===== src/rtl/cpu_pkg.sv =====
// Shared CPU-block definitions: default widths and the program-loader state encoding.
package cpu_pkg;

  localparam int unsigned CPU_DATA_W = 8;
  localparam int unsigned CPU_ADDR_W = 4;

  typedef enum logic [1:0] {
    LDR_IDLE = 2'd0,
    LDR_LOAD = 2'd1,
    LDR_DONE = 2'd2
  } ldr_state_e;

endpackage


===== src/rtl/prog_loader.sv =====
// Program loader: accepts a valid/ready byte stream and emits sequential write
// strobes from address 0 up to DEPTH-1, pulsing done after the final word.
module prog_loader
  import cpu_pkg::*;
#(
  parameter int unsigned DATA_W = CPU_DATA_W,
  parameter int unsigned ADDR_W = CPU_ADDR_W
) (
  input  logic              clk,
  input  logic              rst,
  input  logic              prog_mode_i,
  input  logic              prog_valid_i,
  input  logic [DATA_W-1:0] prog_data_i,
  output logic              prog_ready_o,
  output logic              prog_done_o,
  output logic              prog_busy_o,
  output logic              wr_en_o,
  output logic [ADDR_W-1:0] wr_addr_o,
  output logic [DATA_W-1:0] wr_data_o
);

  localparam logic [ADDR_W-1:0] LastAddr = '1;

  ldr_state_e        state_q, state_d;
  logic [ADDR_W-1:0] ptr_q, ptr_d;
  logic              done_q, done_d;

  always_comb begin
    state_d      = state_q;
    ptr_d        = ptr_q;
    done_d       = 1'b0;
    prog_ready_o = 1'b0;
    prog_busy_o  = 1'b0;
    wr_en_o      = 1'b0;

    unique case (state_q)
      LDR_IDLE: begin
        if (prog_mode_i) begin
          state_d = LDR_LOAD;
          ptr_d   = '0;
        end
      end
      LDR_LOAD: begin
        prog_busy_o = 1'b1;
        if (!prog_mode_i) begin
          // Abort: keep written words, next entry restarts at address 0.
          state_d = LDR_IDLE;
          ptr_d   = '0;
        end else begin
          prog_ready_o = 1'b1;
          if (prog_valid_i) begin
            wr_en_o = 1'b1;
            ptr_d   = ptr_q + ADDR_W'(1);
            if (ptr_q == LastAddr) begin
              state_d = LDR_DONE;
              done_d  = 1'b1;
              ptr_d   = '0;
            end
          end
        end
      end
      LDR_DONE: begin
        if (!prog_mode_i) begin
          state_d = LDR_IDLE;
        end
      end
      default: begin
        state_d = LDR_IDLE;
        ptr_d   = '0;
      end
    endcase
  end

  assign wr_addr_o   = ptr_q;
  assign wr_data_o   = prog_data_i;
  assign prog_done_o = done_q;

  always_ff @(posedge clk) begin
    if (rst) begin
      state_q <= LDR_IDLE;
      ptr_q   <= '0;
      done_q  <= 1'b0;
    end else begin
      state_q <= state_d;
      ptr_q   <= ptr_d;
      done_q  <= done_d;
    end
  end

endmodule


===== src/rtl/prog_ram.sv =====
// CPU RAM block: DEPTH x DATA_W register file with MAR, combinational bus read,
// CPU write port and a hardware program loader that owns the write port in program mode.
module prog_ram
  import cpu_pkg::*;
#(
  parameter int unsigned DATA_W = CPU_DATA_W,
  parameter int unsigned ADDR_W = CPU_ADDR_W
) (
  input  logic              clk,
  input  logic              rst,
  input  logic [DATA_W-1:0] bus_in,
  output logic [DATA_W-1:0] bus_out,
  output logic              bus_oe,
  input  logic              mar_load,
  input  logic              ram_in,
  input  logic              ram_out,
  input  logic              prog_mode,
  input  logic              prog_valid,
  input  logic [DATA_W-1:0] prog_data,
  output logic              prog_ready,
  output logic              prog_done,
  output logic              prog_busy,
  output logic              err_conflict
);

  localparam int unsigned DEPTH = 2 ** ADDR_W;

  logic [DATA_W-1:0] mem_q [DEPTH];
  logic [ADDR_W-1:0] mar_q, mar_d;
  logic              err_q, err_d;

  logic              ldr_we;
  logic [ADDR_W-1:0] ldr_addr;
  logic [DATA_W-1:0] ldr_data;

  logic              mem_we;
  logic [ADDR_W-1:0] mem_waddr;
  logic [DATA_W-1:0] mem_wdata;
  logic              cpu_en;

  prog_loader #(
    .DATA_W (DATA_W),
    .ADDR_W (ADDR_W)
  ) u_loader (
    .clk          (clk),
    .rst          (rst),
    .prog_mode_i  (prog_mode),
    .prog_valid_i (prog_valid),
    .prog_data_i  (prog_data),
    .prog_ready_o (prog_ready),
    .prog_done_o  (prog_done),
    .prog_busy_o  (prog_busy),
    .wr_en_o      (ldr_we),
    .wr_addr_o    (ldr_addr),
    .wr_data_o    (ldr_data)
  );

  assign cpu_en = ~prog_mode;

  always_comb begin
    mar_d = mar_q;
    if (mar_load && cpu_en) begin
      mar_d = bus_in[ADDR_W-1:0];
    end
    err_d = err_q | (ram_in & ram_out & cpu_en);
  end

  // Program mode hands the single write port to the loader; a CPU write uses the old MAR.
  always_comb begin
    if (prog_mode) begin
      mem_we    = ldr_we;
      mem_waddr = ldr_addr;
      mem_wdata = ldr_data;
    end else begin
      mem_we    = ram_in & ~ram_out;
      mem_waddr = mar_q;
      mem_wdata = bus_in;
    end
  end

  assign bus_oe       = ram_out & cpu_en;
  assign bus_out      = bus_oe ? mem_q[mar_q] : '0;
  assign err_conflict = err_q;

  always_ff @(posedge clk) begin
    if (rst) begin
      mar_q <= '0;
      err_q <= 1'b0;
    end else begin
      mar_q <= mar_d;
      err_q <= err_d;
    end
  end

  // Contents survive reset; only writes are blocked while rst is high.
  always_ff @(posedge clk) begin
    if (mem_we && !rst) begin
      mem_q[mem_waddr] <= mem_wdata;
    end
  end

endmodule


===== config.mk =====
export PLATFORM = sky130hd
export DESIGN_NAME = prog_ram
export DESIGN_NICKNAME = d
export VERILOG_FILES = /design/src/rtl/cpu_pkg.sv /design/src/rtl/prog_loader.sv /design/src/rtl/prog_ram.sv
export SDC_FILE = /design/constraint.sdc
export NUM_CORES = 1
export LEC_CHECK = 0
export BUFFER_PORTS_ARGS = -buffer_cell sky130_fd_sc_hd__buf_4
export CAP_MARGIN = 20
export CORE_AREA = 2 2 103 105
export CTS_BUF_LIST = sky130_fd_sc_hd__clkbuf_16
export CTS_CLUSTER_DIAMETER = 80
export DETAILED_ROUTE_END_ITERATION = 16
export DIE_AREA = 0 0 105 107
export PLACE_DENSITY_LB_ADDON = 0.12
export RECOVER_POWER = 100
export SLEW_MARGIN = 20
export SYNTH_ARGS = -nofsm -noshare
export SYNTH_HDL_FRONTEND = slang
export SYNTH_SLANG_ARGS = --single-unit

===== constraint.sdc =====
create_clock -name clk -period 3.5 [get_ports clk]
set_input_delay 0.7 -clock clk [delete_from_list [all_inputs] [get_ports clk]]
set_output_delay 0.7 -clock clk [all_outputs]
set_load 0.03 [all_outputs]

After elaboration in Yosys (flattened, before gate mapping)
Memory sizes are Yosys's and may differ from the RTL's. A register that Yosys moved wholly into a read port is not among the register bits.
Cells that the tools add are included.
{"block": "classes", "n_addsub": 1, "n_mul": 0, "div": 0, "magnitude_cmp": 0, "n_eq_ne": 7, "shifts": 0, "n_mux": 25, "bitwise": 10, "n_reduce_logical": 7}
{"operator": "$mux W4", "n": 7}
{"operator": "$mux W8", "n": 2}
{"operator": "$pmux W4 S3", "n": 1}
{"operator": "$mux W2", "n": 5}
{"operator": "$mux W1", "n": 9}
{"operator": "$pmux W2 S3", "n": 1}
{"operator": "$not A1 Y1", "n": 5}
{"operator": "$add A4 B1 Y4 const B", "n": 1}
{"operator": "$and A1 B1 Y1", "n": 4}
{"operator": "$eq A4 B4 Y1 const B", "n": 1}
{"operator": "$ne A2 B2 Y1 const B", "n": 2}
{"operator": "$reduce_and A4 Y1", "n": 1}
{"operator": "$reduce_or A4 Y1", "n": 1}
{"operator": "$ne A3 B2 Y1 const B", "n": 1}
{"operator": "$ne A3 B3 Y1 const B", "n": 1}
{"operator": "$reduce_and A3 Y1", "n": 1}
{"operator": "$eq A2 B1 Y1 const B", "n": 1}
{"operator": "$eq A2 B2 Y1 const B", "n": 1}
{"operator": "$logic_and A1 B1 Y1", "n": 2}
{"operator": "$logic_not A2 Y1", "n": 1}
{"operator": "$logic_not A1 Y1", "n": 1}
{"operator": "$or A1 B1 Y1", "n": 1}
{"block": "totals", "register_bits": 12, "latchBits": 0, "ram_bits": 128, "mem_bits_ro": 0, "input_bits": 23, "memories": 1}
{"memory": "mem_q", "words": 16, "word_bits": 8, "rd": 1, "rd_clocked_by_memory_dff": 1, "write_ports": 1, "line_no": "prog_ram.sv:28", "rtl": "logic [DATA_W-1:0] mem_q [DEPTH];"}

Logic depth before layout (Yosys ltp)
{"block": "logic_depth", "ltp_word": 6, "mapped_depth": 7, "ltp_nobuf": 5}

Modules after synthesis
Synthesis repeated with hierarchy kept, for this count alone.
{"block": "unflattened", "hier_cells": 367, "hier_area_um2": 5990.7}
{"module": "prog_ram", "instances": 1, "cells_each": 322, "area_per_inst_um2": 5589.1}
{"module": "prog_loader", "instances": 1, "cells_each": 45, "area_per_inst_um2": 401.6}

Least setup slack after synthesis
OpenSTA, ideal clock, no wires.
{"block": "synth_timing", "path_type": "input port to output port", "from": "input ram_out", "to": "output bus_out[0]", "arrival_time_ns": 2.047, "t_required_ns": 2.800, "path_slack_ns": 0.753, "path_stages": 3, "n_path_buf": 0, "path_cell_list": "nor2b_1 -> nand2_1 -> o21ai_1"}
{"block": "synth_between", "elab_chain_len": 2}
{"item": "start: declaration", "line_no": "prog_ram.sv:16", "rtl": "input logic ram_out,"}
{"item": "$and A1 B1 Y1", "line_no": "prog_ram.sv:81", "rtl": "assign bus_oe = ram_out & cpu_en;"}
{"item": "$mux W8", "line_no": "prog_ram.sv:82", "rtl": "assign bus_out = bus_oe ? mem_q[mar_q] : '0;"}
{"item": "end: declaration", "line_no": "prog_ram.sv:12", "rtl": "output logic [DATA_W-1:0] bus_out,"}
No other way between the ends.

==> metrics.txt <==
number of synthesized flops with an enable pin=128; YS warnings=0; TritonCTS clock tree=yes; r2r startpoint=u_loader.state_q[0]; Seq pwr share=46.2%; initial antenna violation count=0; minimum clock period=3.16 ns; CP arrival=2.46 ns; Hold WS=0.485 ns; Post-CTS Setup Repair Bufs=0; setup_tns=0 ns; Logic pwr share=4.7%; Final Skew=a little under 0.007 ns; Initial Util=slightly below 60%; first-pass GRT wire length=19.0 mm; Cell Area, Synth=around 0.0060 mm^2; RSZ-0062 raised after global routing=no; switching share of power=18.9%; worst-path cell chain=nor2b_1 -> clkbuf_2 -> a22oi_1 -> o211ai_1 -> o21ai_0 -> buf_4; status=finished, final reports clean; number of port buffers=35; fin. max-slew vios=0; Detailed Place HPWL=7.90 mm; CTS Hold Bufs=0; TritonRoute pass-1 iters=4; CTS Buffer Depth=2; DR WL/cell=21.4 um; R2R setup slack=around 1.2 ns; Syn-to-layout area delta=16.3%; antenna-violating nets left=0; kind of critical path=flop to primary output; max_slew headroom=approximately 50%; Mapped Cells=379; Rows=37; Root Driver=clkbuf_16; Slowest-stage cell, CP=dfxtp_1; Worst setup EP type=primary output; total track usage=23.5%; routed wire length=12.4 mm; Die W=roughly 110 um; Worst-Skew Late Latency=0.41 ns; area of the core=~0.010 mm^2; Internal Power=3.36 mW; power per cell area=about 600 mW/mm^2; Die Area=0.0112 mm^2; Leak=2.25 nW; period utilization=90.4%; # Max-Cap Violations=0; diodes inserted=0; Worst Setup Start Kind=flop; Clock H-tree levels=4; Worst Path Required=2.80 ns; syn_nets=403; Seq/Total Area, Yosys=69.8%; crit path capture=bus_out[3]; GR Overflow Total=0; post-cts sizing count=0; Psw=0.781 mW; asr flop ratio synth=0%; Worst path max stage delay=0.55 ns; worst-path maximum fanout=12; Hold Crit Class=flop to flop; Yosys reg bits=144; Filler cells=732; layout cells sized above 1=14.9%; routed vias=between 3000 and 4000; reg2reg end=mem_q[2][1]; pin count of the biggest net entering global routing=36; R2R cell count=5; Worst-Margin Slew=0.735 ns; clock share of power=49.1%; nets=456; Vias/cell=5.91; GPL Wtd Cong=~0.85; Worst-path clk slew=0.05 ns; stages on the worst setup path=6; syn avg cell area=15.8 um^2; Top delay family on crit path=buffers and inverters; final setup fails=0; Top-Level Pins=36; starting DRC count in detailed routing=~240; CTS Buf Count=17; VDD IR max=between 0.3 and 0.4 mV; Die Y=107 um; DRC viols=0; synth unique cells=43; maximum clock frequency=between 300 and 400 MHz; area of the multi-input gates=0.00160 mm^2; Final Hold Fails=0; clock sink count=144; Sequential cell area=0.00417 mm^2; top_reg_cell synth=edfxtp_1; vias in the first global route=3430; WP buf/inv=2
cells in the final DEF (no fill, tap or decap), drive strengths merged, types with 2 or more instances in the layout:
master and count:
and3b 2, a32oi 2, and2 2, o211ai 2, mux4 4, nand2 15
clkinv 6, nor2 27, clkbuf 41, dfxtp 16, a21oi 6, o21ai 15
mux2 9, edfxtp 128, bufinv 7, nor2b 6, nor3b 6, a31oi 3
mux2i 60, nor3 4, nand2b 3, a22oi 28, nand3 8, inv 3
buf 30
worst min path at each step:
stage                                       end  cells past startpoint  slack, ns                   from
final                              err_conflict                      2       0.48           err_conflict
after floorplan           u_loader.wr_addr_o[2]                      2       0.52  u_loader.wr_addr_o[2]
after global routing               err_conflict                      2       0.52           err_conflict
after detailed placement           err_conflict                      2       0.47           err_conflict
after global placement             err_conflict                      2       0.46           err_conflict
after CTS                          err_conflict                      2       0.49           err_conflict
power groups by stage:
stage | logic, mW | clock network (mW) | registers, mW
after global placement | 0.201 | 0 | 1.95
after CTS | 0.207 | 2.05 | 1.91
final | 0.196 | 2.03 | 1.91
after detailed placement | 0.205 | 0 | 1.95
after floorplan | 0.147 | 0 | 1.93
after global routing | 0.213 | 2.13 | 1.91
registers in the layout, summed over array words and instances, names as in the netlist, named ones only:
register,cells
u_loader.prog_done_o,1
mem_q,128
mar_q,4
err_conflict,1
u_loader.state_q,2
u_loader.wr_addr_o,4
cell type report:
cell class	instances	share of cell area [%]
Clock inverter	14	3.53
Timing Repair Buffer	54	4.74
Inverter	2	0.108
Sequential cell	144	60.0
Multi-Input combinational cell	213	23.0
Clock buffer	17	6.13
Tap cell	136	2.45
per-stage QoR:
step           utilization [%]  setup slack, ns  instance area (um^2)  cells  total power, mW
2_1_floorplan                -            0.753                  5970    379             2.08
3_3_place_gp              63.3            0.842                  6390    549             2.15
3_5_place_dp              63.3            0.840                  6390    549             2.15
4_1_cts                   70.0            0.424                  7060    580             4.17
5_1_grt                   68.8            0.152                  6950    580             4.25
6_report                  68.8            0.336                  6950    580             4.14
worst reg2reg max path, delay by kind of cell (launching register included):
| family | cells | cell delay [ns] |
|---|---|---|
| DFF | 1 | 0.47 |
| and+or+nand+nor | 2 | 0.35 |
| buffers and inverters | 1 | 0.56 |
| AOI/OAI and AO/OA | 2 | 0.59 |
synthesized netlist by cell type (2+ instances only):
library cell	count	area share, %
a21oi_1	5	0.42
a22oi_1	28	3.5
a31oi_1	3	0.31
a32oi_1	2	0.29
and2_1	2	0.21
and3b_1	2	0.29
buf_12	3	1.0
buf_2	10	0.84
buf_4	2	0.25
buf_6	2	0.38
clkbuf_1	2	0.13
dfxtp_1	16	5.4
edfxtp_1	128	64
inv_1	2	0.13
mux2_2	9	1.7
mux2i_1	60	10
mux4_2	4	1.5
nand2_1	14	0.88
nand2b_1	3	0.31
nand3_1	8	0.67
nor2_1	27	1.7
nor2b_1	6	0.63
nor3_1	4	0.34
nor3b_1	5	0.63
o211ai_1	2	0.25
o21ai_0	2	0.17
o21ai_1	10	0.84
o21ai_2	3	0.44
kinds of logic (layout without fill, tap and decap cells):
logic type      count (synthesis)  in the layout  share of synthesized area [%]
compound gates                 58             58                           6.79
fa+ha+maj                       1              1                          0.210
buf+inv                        22             87                           2.98
flops                         144            144                           69.8
mux                            73             73                           13.3
simple gates                   81             81                           7.00
layer usage:
metal,part of all wire [%],GRT usage (%)
met5,0,0
met4,2.0,7.90
met3,5.4,6.26
met2,51,39.2
met1,42,30.0
Note: power is estimated with default switching activity, not from simulation.
